### config.mk
export PLATFORM = sky130hd
export DESIGN_NAME = ahbl_sram_ctrl
export DESIGN_NICKNAME = d
export VERILOG_FILES = /design/src/rtl/ahbl_sram_ctrl_pkg.sv /design/src/rtl/ahbl_sram_ctrl.sv
export SDC_FILE = /design/constraint.sdc
export NUM_CORES = 1
export LEC_CHECK = 0
export CAP_MARGIN = 20
export CORE_MARGIN = 4
export CORE_UTILIZATION = 34
export CTS_CLUSTER_SIZE = 30
export DETAILED_ROUTE_END_ITERATION = 10
export PLACE_DENSITY = 0.71
export SYNTH_ARGS = -nofsm -noshare
export SYNTH_HDL_FRONTEND = slang
export SYNTH_SLANG_ARGS = --single-unit
### constraint.sdc
create_clock -name HCLK -period 3.65 [get_ports HCLK]
set_clock_uncertainty 0.1 [all_clocks]
set_input_delay 0.73 -clock HCLK [delete_from_list [all_inputs] [get_ports HCLK]]
set_output_delay 0.73 -clock HCLK [all_outputs]
set_load 0.005 [all_outputs]
### src/rtl/ahbl_sram_ctrl_pkg.sv
// Shared AHB-Lite definitions for on-chip AHB slaves.
//   htrans_e      : HTRANS transfer types
//   hsize_e       : HSIZE transfer sizes (values >= WORD are treated as word)
//   ahb_byte_mask : byte-lane enable for a size/address pair
package ahbl_sram_ctrl_pkg;

  typedef enum logic [1:0] {
    HTRANS_IDLE   = 2'd0,
    HTRANS_BUSY   = 2'd1,
    HTRANS_NONSEQ = 2'd2,
    HTRANS_SEQ    = 2'd3
  } htrans_e;

  typedef enum logic [2:0] {
    HSIZE_BYTE = 3'd0,
    HSIZE_HALF = 3'd1,
    HSIZE_WORD = 3'd2
  } hsize_e;

  // Low address bits beyond the transfer size are ignored (no alignment error).
  function automatic logic [3:0] ahb_byte_mask(input logic [2:0] size,
                                               input logic [1:0] addr);
    logic [3:0] m;
    case (size)
      HSIZE_BYTE: m = 4'b0001 << addr;
      HSIZE_HALF: m = addr[1] ? 4'b1100 : 4'b0011;
      default:    m = 4'b1111;
    endcase
    return m;
  endfunction

endpackage

### src/rtl/ahbl_sram_ctrl.sv
// AHB-Lite slave driving a single-port SRAM macro with zero wait states.
// Reads use the SRAM port in their address phase; writes use it in their
// data phase. When a write's data phase collides with a read address phase,
// the write is parked in a one-entry buffer and drained in the next cycle
// without a read. Reads to the parked word see the parked bytes via a merge.
// Ports:
//   HCLK, HRESET (sync, active high)
//   HSEL/HADDR/HTRANS/HWRITE/HSIZE/HREADY/HWDATA : AHB-Lite slave inputs
//   HREADYOUT (=1), HRESP (=OKAY), HRDATA        : AHB-Lite slave outputs
//   SRAMRDATA                                    : SRAM read data (1-cycle latency)
//   SRAMCS/SRAMWEN/SRAMADDR/SRAMWDATA            : SRAM macro port
module ahbl_sram_ctrl
  import ahbl_sram_ctrl_pkg::*;
#(
  parameter int AW = 14
) (
  input  logic          HCLK,
  input  logic          HRESET,
  input  logic          HSEL,
  input  logic [31:0]   HADDR,
  input  logic [1:0]    HTRANS,
  input  logic          HWRITE,
  input  logic [2:0]    HSIZE,
  input  logic          HREADY,
  input  logic [31:0]   HWDATA,
  output logic          HREADYOUT,
  output logic          HRESP,
  output logic [31:0]   HRDATA,
  input  logic [31:0]   SRAMRDATA,
  output logic [3:0]    SRAMWEN,
  output logic [31:0]   SRAMWDATA,
  output logic          SRAMCS,
  output logic [AW-3:0] SRAMADDR
);

  logic          ap, ap_rd, ap_wr;
  logic          dp_rd, dp_wr;
  logic [AW-3:0] dp_addr;
  logic [3:0]    dp_mask;
  logic          buf_valid;
  logic [AW-3:0] buf_addr;
  logic [3:0]    buf_mask;
  logic [31:0]   buf_data;
  logic          buf_commit;
  logic          buf_hit;
  logic          unused_bits;

  assign unused_bits = ^{HADDR[31:AW], HTRANS[0]};

  assign HREADYOUT = 1'b1;
  assign HRESP     = 1'b0;

  assign ap    = HSEL & HTRANS[1] & HREADY;
  assign ap_rd = ap & ~HWRITE;
  assign ap_wr = ap &  HWRITE;

  // SRAM port arbitration: read address phase > direct write > buffer drain.
  always_comb begin
    SRAMCS     = 1'b0;
    SRAMWEN    = '0;
    SRAMADDR   = '0;
    SRAMWDATA  = '0;
    buf_commit = 1'b0;
    if (!HRESET) begin
      if (ap_rd) begin
        SRAMCS   = 1'b1;
        SRAMADDR = HADDR[AW-1:2];
      end else if (dp_wr) begin
        SRAMCS    = 1'b1;
        SRAMWEN   = dp_mask;
        SRAMADDR  = dp_addr;
        SRAMWDATA = HWDATA;
      end else if (buf_valid) begin
        SRAMCS     = 1'b1;
        SRAMWEN    = buf_mask;
        SRAMADDR   = buf_addr;
        SRAMWDATA  = buf_data;
        buf_commit = 1'b1;
      end
    end
  end

  always_ff @(posedge HCLK) begin
    if (HRESET) begin
      dp_rd     <= 1'b0;
      dp_wr     <= 1'b0;
      dp_addr   <= '0;
      dp_mask   <= '0;
      buf_valid <= 1'b0;
      buf_addr  <= '0;
      buf_mask  <= '0;
      buf_data  <= '0;
    end else begin
      // Another slave stalling the bus freezes our data phase.
      if (HREADY) begin
        dp_rd   <= ap_rd;
        dp_wr   <= ap_wr;
        dp_addr <= HADDR[AW-1:2];
        dp_mask <= ahb_byte_mask(HSIZE, HADDR[1:0]);
      end
      // A write data phase can only lose the port to a read, and that cycle
      // cannot also drain the buffer, so loading never overwrites a live entry.
      if (ap_rd && dp_wr) begin
        buf_valid <= 1'b1;
        buf_addr  <= dp_addr;
        buf_mask  <= dp_mask;
        buf_data  <= HWDATA;
      end else if (buf_commit) begin
        buf_valid <= 1'b0;
      end
    end
  end

  assign buf_hit = buf_valid && (buf_addr == dp_addr);

  // The SRAM still holds stale data for any parked bytes of this word.
  always_comb begin
    HRDATA = '0;
    if (dp_rd && !HRESET) begin
      HRDATA = SRAMRDATA;
      for (int i = 0; i < 4; i++)
        if (buf_hit && buf_mask[i]) HRDATA[8*i +: 8] = buf_data[8*i +: 8];
    end
  end

endmodule

## After elaboration in Yosys (flattened, before gate mapping)

Cells that the tools add are included.

| operators by class | value |
|---|---|
| reduce and logical (&&, ||, !) cells | 10 |
| bitwise gates (word level) | 5 |
| shifts and indexed selects | 1 |
| equality and inequality tests | 2 |
| mux-type cells | 28 |

Operator list:

| cell | count |
|---|---|
| 2-to-1 mux 32 bit | 5 |
| 2-to-1 mux 12 bit | 4 |
| 2-to-1 mux 8 bit | 4 |
| 2-to-1 mux 4 bit | 5 |
| equality test 12 bit | 1 |
| 2-to-1 mux 1 bit | 9 |
| one-hot mux 4 bit (2 select lines) | 1 |
| logical AND 1 bit | 7 |
| AND 1 bit | 4 |
| left shift 1 x 2 -> 4 bit (first input constant) | 1 |
| equality test 3 x 1 -> 1 bit (second input constant) | 1 |
| logical NOT 3 bit | 1 |
| nonzero test 2 bit | 1 |
| logical NOT 1 bit | 1 |
| NOT 1 bit | 1 |

| storage, ports and cells | value |
|---|---|
| bits in registers | 67 |
| output and inout port bits | 83 |
| input port bits | 106 |
| word-level logic and storage cells | 54 |

## Logic depth before layout (Yosys ltp)

Gate-level depths: netlist of the first run.

| depth | value |
|---|---|
| depth in word-level cells | 7 |
| mapped depth | 6 |
| depth with buffers taken out | 4 |

## Worst setup path after synthesis of the first run

Ideal clock, no wire load.

| timing path | value |
|---|---|
| path kind | input port to output port |
| from | in HRESET |
| to | out HRDATA[10] |
| arrival | 1,781 ps |
| stages | 6 |
| data required time | 2,820 ps |
| slack | 1,039 ps |
| buffers on the path | 3 |
| cell sequence | clkbuf_1 nor2b_1 clkbuf_1 buf_1 nand2_1 mux2i_1 |

| on the way | value |
|---|---|
| word-level cells in the longest chain between the ends | 3 |

Ends and longest elaborated chain:

| element | RTL line | text |
|---|---|---|
| start: declaration | ahbl_sram_ctrl.sv:18 | `input logic HRESET,` |
| logical NOT 1 bit | ahbl_sram_ctrl.sv:119 | `if (dp_rd && !HRESET) begin` |
| logical AND 1 bit | ahbl_sram_ctrl.sv:119 |  |
| 2-to-1 mux 32 bit | ahbl_sram_ctrl.sv:119 |  |
| end: declaration | ahbl_sram_ctrl.sv:28 | `output logic [31:0] HRDATA,` |

Every way passes these cells.

## Worst setup path in the final report of the first run

| timing path | value |
|---|---|
| from | in HTRANS[1] |
| to | out SRAMADDR[1] |

| on the way | value |
|---|---|
| word-level cells in the longest chain between the ends | 5 |

Ends and longest elaborated chain:

| element | RTL line | text |
|---|---|---|
| start: declaration | ahbl_sram_ctrl.sv:21 | `input logic [1:0] HTRANS,` |
| AND 1 bit (2 in series) | ahbl_sram_ctrl.sv:53 | `assign ap = HSEL & HTRANS[1] & HREADY;` |
| AND 1 bit | ahbl_sram_ctrl.sv:54 | `assign ap_rd = ap & ~HWRITE;` |
| 2-to-1 mux 12 bit | ahbl_sram_ctrl.sv:65 | `if (ap_rd) begin` |
| 2-to-1 mux 12 bit | ahbl_sram_ctrl.sv:64 | `if (!HRESET) begin` |
| end: declaration | ahbl_sram_ctrl.sv:33 | `output logic [AW-3:0] SRAMADDR` |

Every way passes these cells.

==> results.rst, run 1 <==
.. list-table::
   :header-rows: 1

   * - Metric
     - Value
   * - Layout cells sized above 1
     - 0.0698
   * - Clk buf depth
     - 2
   * - Overall die height
     - 119 µm
   * - Sequential fraction of the synthesis area
     - 0.321
   * - Count of inserted antenna diode cells
     - 0
   * - Clock slew seen by the registers of the worst setup and hold paths
     - 60 ps
   * - Seq pwr share
     - 0.425
   * - Clk network pwr share
     - 0.439
   * - Startpoint Class
     - primary input
   * - Insertion delay of the later-clocked pin in the worst-skew pair
     - 320 ps
   * - Remaining max-slew budget at the tightest pin
     - 0.452
   * - Mapped Avg Cell Area
     - 6.83 µm²
   * - Number of standard cells after synthesis
     - 612
   * - Placed instance area
     - 6010 µm²
   * - Area of all placed cells without fillers
     - 6270 µm²
   * - Iteration-0 DRC Markers
     - 378
   * - Final Net Count
     - 862
   * - Clock buffers created by TritonCTS
     - 9
   * - Tcrit/Tclk final
     - 0.941
   * - Starting density of the core
     - 0.348
   * - Combinational power share
     - 0.135
   * - Crit path time final
     - 3430 ps
   * - Worst vdd ir
     - 0.171 mV
   * - Worst Max-Slew Pin Slew
     - 822 ps
   * - Fmax achieved
     - 0.291 GHz
   * - Post-layout util
     - 0.522
   * - Max FO, Critical Path
     - 24
   * - Vias per Instance
     - 5.07
   * - Internal power
     - 1.37 mW
   * - Number of placed I/O pins
     - 189
   * - Post-synthesis async set-or-reset flop share
     - 0
   * - Count of final setup violators
     - 0
   * - Global-route wire length before repair
     - 21700 µm
   * - Proportion of total power due to net switching
     - 0.233
   * - TritonCTS clock tree
     - yes
   * - Initial antenna violation count
     - 0
   * - Tightest Hold Check Type
     - reg2reg
   * - Category of the most critical setup path
     - in2out
   * - Total nets after synthesis
     - 718
   * - RSZ-0062 raised after global routing
     - false
   * - Number of hold buffers added after cts
     - 0
   * - Total power density per cell area
     - 284 nW/µm²
   * - Worst setup startpoint
     - HTRANS[1]
   * - Required time worst endpoint
     - 2820 ps
   * - Combined area of all synthesized cells
     - 4180 µm²
   * - Length of the first detailed-routing pass in iterations
     - 5
   * - Number of failing hold endpoints at the final stage
     - 0
   * - Drt total wl
     - 13400 µm
   * - Buffer count from post-CTS setup fixing
     - 0
   * - Most used DFF post-synth
     - dfxtp_1
   * - Net Switching
     - 0.416 mW
   * - Count of buffers from port buffering
     - 167
   * - Total negative slack for setup checks
     - 0 ps
   * - Flip-flop and latch count after synthesis
     - 67
   * - Area of the die
     - 14100 µm²
   * - Post-CTS Resized
     - 0
   * - Standard cell core area
     - 12000 µm²
   * - Horizontal die dimension
     - 119 µm
   * - Result of the run
     - finished, final reports clean
   * - Launch point of the worst reg-to-reg path
     - dp_wr
   * - Number of routed nets with antenna violations
     - 0
   * - Global-route usage over all layers
     - 0.186
   * - Wire length per cell
     - 14.8 µm
   * - Via count of the first global-routing pass
     - 4487
   * - Synth-to-Final Area Change
     - 50.2%
   * - Min-delay src
     - buf_data[19]
   * - Total number of placement rows
     - 40
   * - Deepest level of the CTS H-tree
     - 3
   * - Number of sinks on the clock net
     - 67
   * - Crit end category
     - output pin
   * - Residual DRC
     - 0
   * - Vias post-DR
     - 4594
   * - Maximum number of pins on one net before global-route repair
     - 86
   * - CTS root buffer
     - clkbuf_16
   * - Final max-slew violation count
     - 0
   * - Max-cap violations
     - 0
   * - Gp weighted congestion
     - 0.766
   * - Signal arrival time at the worst endpoint
     - 2600 ps
   * - Number of flops mapped to enable cells by yosys
     - 0
   * - Ys Warns
     - 0
   * - Total half-perimeter wirelength after legalization and detailed placement
     - 9400 µm
   * - Number of library cell types mapped by synthesis
     - 30
   * - Leakage Power
     - 2.04 nW
   * - Total overflow reported by the global router
     - 0
registers in the layout, summed over array words and instances (netlist names):
name	count
buf_data	32
buf_addr	12
dp_addr	12
buf_mask	4
dp_mask	4
buf_valid	1
dp_rd	1
dp_wr	1
power groups by stage:
| stage | Combinational, mW | Sequential [mW] | Clock, mW |
|---|---|---|---|
| after floorplan | 0.101 | 0.771 | 0 |
| after global placement | 0.237 | 0.773 | 0 |
| after detailed placement | 0.240 | 0.774 | 0 |
| after CTS | 0.243 | 0.758 | 0.806 |
| after global routing | 0.260 | 0.760 | 0.837 |
| final | 0.242 | 0.759 | 0.783 |
worst paths after layout:
check | endpoint | slack [ps] | cells past startpoint
max | SRAMADDR[1] | 220 | 7
min | buf_data[19] | 370 | 2
min reg2reg | buf_data[19] | 370 | 2
max reg2reg | buf_data[6] | 1360 | 5
placed cells by master (no fill, tap or decap), types with 3 or more instances in the layout:
master,Yosys,routed
nand2_1,206,205
nor3_1,5,5
nor4_4,4,4
clkbuf_16,0,9
a21oi_1,74,74
a22oi_1,16,16
xnor2_1,5,5
nand3_1,4,4
o21ai_0,11,11
buf_4,2,13
xnor2_2,7,7
clkinv_2,0,3
nor2_1,86,86
nand2b_1,3,3
buf_12,0,3
o211ai_1,12,12
dfxtp_1,67,66
clkdlybuf4s50_1,0,166
mux2i_1,44,44
layout make-up:
cell class,count,area (µm²)
Multi-Input combinational cell,493,2640
Clock buffer,11,253
Clock inverter,3,15.0
Tap cell,147,184
Timing Repair Buffer,184,1840
Inverter,1,3.75
Fill cell,1182,5740
Sequential cell,67,1340
per-layer routing:
metal / routed length [µm] / share of wire / GRT usage
met5: 0 / 0 / 0
met2: 6470 / 0.48 / 0.309
met3: 743 / 0.055 / 0.0413
met4: 289 / 0.022 / 0.0688
met1: 5930 / 0.44 / 0.237
logic make-up (layout without fill, tap and decap cells):
family          count (synthesis)  after routing  share of synthesized area
compound gates                118            118                      0.162
other cells                     2              2                    0.00180
flops                          67             67                      0.321
mux                            44             44                      0.105
xor+xnor                       12             12                     0.0377
simple gates                  317            317                      0.323
buf+inv                        52            199                     0.0494
through the flow:
stage          setup slack (ps)  power (mW)  instances  hold slack, ps
4_1_cts                     201        1.81        906             371
3_3_place_gp                251        1.01        891             357
2_1_floorplan              1040       0.872        612             345
3_5_place_dp                222        1.01        892             363
6_report                    215        1.78        906             369
5_1_grt                    74.4        1.86        906             385
worst max-delay path, cell delays in order:
cell and delay, ps:
clkdlybuf4s50_1 530, nand4b_1 170, buf_4 260, o211ai_1 110, o21ai_0 150, nor2_1 120, clkdlybuf4s50_1 530
synthesized netlist by cell type, drive strengths merged, types with 3 or more instances:
master	n	area (µm²)
nor3	5	25.0
buf	14	63.8
nand2	206	773
nor4	4	85.1
xnor2	12	158
nand3	5	37.5
o211ai	12	90.1
o21ai	13	65.1
clkbuf	37	139
nand4	3	48.8
nor2	86	323
dfxtp	67	1340
mux2i	44	440
a21oi	74	370
nand2b	3	18.8
a22oi	16	120
No activity file was read; power rests on OpenSTA's default activity.
==> inputs of run 2 (changes only) <==
--- a/config.mk
+++ b/config.mk
@@ -10,6 +10,7 @@
 export CORE_UTILIZATION = 34
 export CTS_CLUSTER_SIZE = 30
 export DETAILED_ROUTE_END_ITERATION = 10
+export HOLD_SLACK_MARGIN = 0.05
 export PLACE_DENSITY = 0.71
 export SYNTH_ARGS = -nofsm -noshare
 export SYNTH_HDL_FRONTEND = slang
==> results of run 2 <==
Final layout, timing and power as in run 1 (identical DEF).
==> edit 1 (flow settings as in run 2) <==
Make the reset (`HRESET`) asynchronous in one clocked block.
--- a/src/rtl/ahbl_sram_ctrl.sv
+++ b/src/rtl/ahbl_sram_ctrl.sv
@@ -82,3 +82,3 @@
 
-  always_ff @(posedge HCLK) begin
+  always_ff @(posedge HCLK or posedge HRESET) begin
     if (HRESET) begin
Formal check against the unedited RTL: no difference found for any inputs over 4 cycles, from zero or initial values and one cycle with HRESET high; that may be too few to reach the edited logic, so the function may still have changed.
==> edit 1 against run 2 <==
Via count shrank 17%. Sequential power grew 26%. Worst setup slack lost 56 ps. Count of clock-buffer cells in the layout grew 3. Area after synthesis grew 0.18%. Die area grew 0.17%. Wire length shrank 5.0%. Register-to-register slack lost 80 ps. Sequential cell count is the same. Design area grew 1.6%. Total power grew 31%. Fmax shrank 1.6%. Critical endpoint is now SRAMWDATA[26]. Largest cell class unchanged.
==> edit 1: results (changes against run 2) <==
Layout
  – Share of cells above drive strength 1: 0.1667 (was 0.06983)
  – Largest registers: buf_data (32), buf_addr (12), dp_addr (12) (unchanged)
  – Final-stage net count: 683 (was 862)
  – Fill cells: 1093 (was 1182)

Setup path
  – Worst reg-to-reg setup slack: 1280 ps (was 1360 ps)
  – R2R cell count: 5 (unchanged)
  – Crit-path max FO: 37 (was 24)
  – Worst R2R Start: dp_wr (unchanged)
  – Kind of critical path: input port to output pin (unchanged)
  – CP delay by family, top: buffers and inverters (unchanged)
  – CP Capture Point: SRAMWDATA[26] (was SRAMADDR[1])
  – Biggest cell delay along the critical path: 630 ps (was 530 ps)
  – Worst R2R End: buf_data[20] (was buf_data[6])
  – Crit path arrival time: 2660 ps (was 2600 ps)
  – Critical Path Source: HREADY (was HTRANS[1])

Global routing
  – Largest net degree at the start of global routing: 68 (was 86)
  – Vias in the first global route: 3873 (was 4487)
  – Global Route Usage Sum: 0.1756 (was 0.1864)
  – Antenna violations before repair: 0 (unchanged)
  – First-pass GRT wire length: 20180 um (was 21750 um)

Worst hold path
  – Hold_sp: buf_data[4] (was buf_data[19])
  – Worst min path class: flip-flop to flip-flop (unchanged)
  – WHS Endpoint: buf_data[4] (was buf_data[19])
  – Hold Path Depth: 1 (was 2)

Detailed routing
  – WL per Instance: 17.50 um (was 14.82 um)
  – Overall routed net length: 12760 um (was 13430 um)
  – TritonRoute pass-1 iters: 4 (was 5)
  – Final ANT Viol Nets: 0 (unchanged)
  – Vias: 3802 (was 4594)
  – Initial DRC count: 184 (was 378)

Clock network
  – Register clock-pin slew on the reported worst setup and hold paths: roughly 50 ps
  – Htree depth: 3 (unchanged)
  – Cts bufs inserted: 9 (unchanged)
  – Clk_lat worst skew: about 330 ps

Placed design
  – Placed inst area: 0.006045 mm2 (was 0.006007 mm2)
  – Detailed placement HPWL: 8861 um (was 9396 um)
  – Setup WS pre-CTS: 64.64 ps (was 221.8 ps)
  – Buffers on Ports: 167 (unchanged)
  – Placed Instances: 712 (was 892)
  – GPL Wtd Cong: 0.8023 (was 0.7657)

Power
  – Leak pwr: 2.436 nW (was 2.035 nW)
  – Peak supply drop: 0.1538 mV (was 0.1714 mV)

Synthesis
  – Async set-reset flop share out of synthesis: 1.000 (was 0)
  – Post-Syn Area per Cell: 9.989 um2 (was 6.826 um2)
  – Commonest cells post-synth: dfrtp_1, nand2_1, nor2_1 (was nand2_1, nor2_1, a21oi_1)
  – Seq/Total Area, Yosys: 0.4006 (was 0.3211)
  – Synthesized Nets: 525 (was 718)
  – Yosys cell types: 29 (was 30)
  – Ranking of synthesized cells by area: dfrtp_1, mux2_2, a22oi_1 (was dfxtp_1, nand2_1, mux2i_1)

STA
  – Fin Hold WS: 419.8 ps (was 368.8 ps)
  – Rel. slew slack: 0.4247 (was 0.4519)
  – Final worst slack: 159.4 ps (was 215.2 ps)

Outcome
  – Status: complete, no violations (unchanged)

Run
  – Max-capacitance violation count: 0 (unchanged)
-- edit 1: cell count changes after synthesis, sizes merged, moves of 30 or more --
cell and change:
a22oi +32, dfrtp +67, mux2 +60, nand2 -140, a21oi -73, dfxtp -67, nor2 -30
-- edit 1: report_power, final --
part	leakage (nW)	internal, mW	switching, mW
combinational	1.43	0.271	0.191
sequential	0.850	0.856	0.0994
clock	0.151	0.618	0.301
total	2.44	1.75	0.591
-- edit 1: cell families after synthesis --
group | Yosys count | share of synthesized area
buf+inv | 38 | 0.03976
simple gates | 138 | 0.1605
flops | 67 | 0.4006
xor+xnor | 12 | 0.03767
compound gates | 70 | 0.1217
mux | 92 | 0.2380
other cells | 2 | 0.001794
-- edit 1: per-layer routing --
metal / share of wire / vias to the layer above / GRT usage
li1: - / 1807 / -
met1: 0.44 / 1828 / 0.2213
met2: 0.48 / 149 / 0.2966
met3: 0.063 / 18 / 0.03799
met4: 0.018 / 0 / 0.06300
met5: 0 / - / 0
-- edit 1: worst reg2reg max path, delay by kind of cell, from the launching register on --
family / cells / cell delay, ps
DFF: 1 / 380
and+or+nand+nor: 1 / 560
buffers and inverters: 3 / 900
muxes: 1 / 310
-- edit 1: area by class of cell --
| type | count | area [um2] | area share |
|---|---|---|---|
| multi-input cells | 315 | 2372 | 0.3722 |
| repair buffers | 180 | 1807 | 0.2835 |
| flip-flops and latches | 67 | 1678 | 0.2633 |
| clock buffers | 14 | 254.0 | 0.03985 |
| well taps | 147 | 183.9 | 0.02886 |
| clock inverters | 2 | 60.06 | 0.009423 |
| inverters | 4 | 18.77 | 0.002945 |
==> edit 2 (settings of run 2) <==
Made on the original files. Set the parameter `AW` to 15 (it was 14).
--- a/src/rtl/ahbl_sram_ctrl.sv
+++ b/src/rtl/ahbl_sram_ctrl.sv
@@ -14,3 +14,3 @@
 #(
-  parameter int AW = 14
+  parameter int AW = 15
 ) (
Interface: changed (resized SRAMADDR); port bits go from 189 to 190. No check against the original RTL was run, so the function may have changed too.
==> edit 2 against run 2 <==
Sequential cell count up 2. Wire length up 11%. Fmax fell by 1.2%. Register-to-register slack better by 400 ps. Combinational power is 5% higher. Total power is 1.0% higher. Area after synthesis about the same. Clock power shrank 2%. Worst setup slack lost 41 ps. Critical path depth is the same. Design area is 1.1% lower. Critical path type unchanged. Highest routed layer unchanged.
==> edit 2: results (changes against run 2) <==
Outcome
  – Status: complete, no violations (unchanged)

Placed design
  – Buffers on Ports: 169 (was 167)
  – Placed Instances: 909 (was 892)
  – Detailed placement HPWL: 10320 um (was 9396 um)
  – Setup WS pre-CTS: 174.4 ps (was 221.8 ps)
  – Placed inst area: 0.005924 mm2 (was 0.006007 mm2)
  – GPL Wtd Cong: 0.8096 (was 0.7657)

Layout
  – Share of cells above drive strength 1: 0.05148 (was 0.06983)
  – Fill cells: 1228 (was 1182)
  – Final std cells w/o fill: 924 (was 906)
  – Antenna Cells: 0 (unchanged)
  – Final-stage net count: 879 (was 862)
  – Largest registers: buf_data (32), buf_addr (13), dp_addr (13) (was buf_data (32), buf_addr (12), dp_addr (12))

Detailed routing
  – TritonRoute pass-1 iters: 6 (was 5)
  – Routed vias/inst: 5.319 (was 5.071)
  – WL per Instance: 16.13 um (was 14.82 um)
  – Initial DRC count: 319 (was 378)

Worst hold path
  – Worst min path class: flip-flop to flip-flop (unchanged)
  – WHS Endpoint: buf_mask[2] (was buf_data[19])
  – Hold Path Depth: 2 (unchanged)
  – Hold_sp: dp_mask[2] (was buf_data[19])

Synthesis
  – Synthesized Nets: 745 (was 718)
  – Post-Syn Area per Cell: 6.544 um2 (was 6.826 um2)
  – Async set-reset flop share out of synthesis: 0 (unchanged)
  – Main synth FF type: dfxtp_1 (unchanged)
  – Yosys cell types: 33 (was 30)
  – Ranking of synthesized cells by area: dfxtp_1, nand2_1, a21oi_1 (was dfxtp_1, nand2_1, mux2i_1)
  – Seq/Total Area, Yosys: 0.3303 (was 0.3211)
  – Commonest cells post-synth: nand2_1, a21oi_1, nor2_1 (was nand2_1, nor2_1, a21oi_1)
  – Ys Warns: 0 (unchanged)

Clock network
  – Register clock-pin slew on the reported worst setup and hold paths: ~50 ps
  – Cts bufs inserted: 9 (unchanged)
  – Maximum root-to-sink buffer count: 2 (unchanged)
  – Post-CTS setup repair buffer count: 0 (unchanged)
  – Clk_lat worst skew: 320 ps (about the same)
  – Root Buffer: clkbuf_16 (unchanged)
  – Htree depth: 3 (unchanged)

STA
  – Setup Viol. Count Final: 0 (unchanged)
  – Worst-Margin Slew: 871.5 ps (was 822.1 ps)
  – Fin Hold WS: 372.0 ps (was 368.8 ps)

Setup path
  – R2R cell count: 4 (was 5)
  – Worst R2R End: buf_data[23] (was buf_data[6])
  – Crit-path max FO: 22 (was 24)
  – Worst R2R Start: dp_wr (unchanged)
  – Worst reg-to-reg setup slack: 1760 ps (was 1360 ps)
  – Critical path's slowest cell: clkdlybuf4s50_1 (unchanged)
  – CP delay by family, top: buffers and inverters (unchanged)

Global routing
  – Global Route Usage Sum: 0.2067 (was 0.1864)
  – Vias in the first global route: 4782 (was 4487)
  – First-pass GRT wire length: 24350 um (was 21750 um)
  – Antenna violations before repair: 0 (unchanged)
  – Largest net degree at the start of global routing: 84 (was 86)

Power
  – Peak supply drop: 0.2204 mV (was 0.1714 mV)
  – Leak pwr: 2.047 nW (was 2.035 nW)
edit 2: logic make-up (layout without fill, tap and decap cells):
kind of cell           after synthesis  count (layout)  share of synthesized area
AO/OA/AOI/OAI                      187             187                     0.2463
XOR/XNOR                             9               9                    0.01885
buffers and inverters               69             207                    0.07809
flip-flops                          69              69                     0.3303
multiplexers                        13              13                    0.03112
other                                2               2                   0.001796
AND/OR/NAND/NOR                    290             290                     0.2935
edit 2: worst max-delay path by stage:
stage	from	to	slack, ps
6_report	HREADY	SRAMADDR[8]	170
5_1_grt	dp_addr[4]	HRDATA[20]	10
4_1_cts	dp_addr[0]	HRDATA[19]	80
3_5_place_dp	HREADY	SRAMWDATA[0]	170
3_3_place_gp	HREADY	SRAMADDR[4]	210
2_1_floorplan	HREADY	SRAMWDATA[10]	900
edit 2: worst register-to-register path: cells and delay by family, from the launching register on:
family / cells / cell delay [ps]
AO/OA/AOI/OAI: 1 / 70
flip-flops: 1 / 740
buffers and inverters: 1 / 370
AND/OR/NAND/NOR: 2 / 460
edit 2: what timing repair did:
item                       CTS  global route
setup endpoints to repair    0             7
resized for setup            0             4
hold buffers                 0             0
edit 2: layer usage:
layer	part of all wire	vias to the layer above	global-route usage
met5	0	-	0
met4	0.013	0	0.06227
met3	0.069	14	0.04463
met2	0.48	189	0.3542
met1	0.44	2255	0.2601
li1	-	2457	-
edit 2: layout make-up:
cell class | count | area [um2] | share of cell area
repair buffers | 186 | 1852 | 0.2985
inverters | 6 | 22.52 | 0.003630
clock inverters | 4 | 26.28 | 0.004236
multi-input cells | 501 | 2502 | 0.4034
well taps | 147 | 183.9 | 0.02965
clock buffers | 11 | 232.7 | 0.03752
flip-flops and latches | 69 | 1384 | 0.2231
edit 2: report_power, final:
group	switching, mW	leakage [nW]	total [mW]	internal [mW]
clock	0.310	0.125	0.764	0.454
sequential	0.0165	0.561	0.784	0.767
combinational	0.113	1.36	0.253	0.140
total	0.439	2.05	1.80	1.36
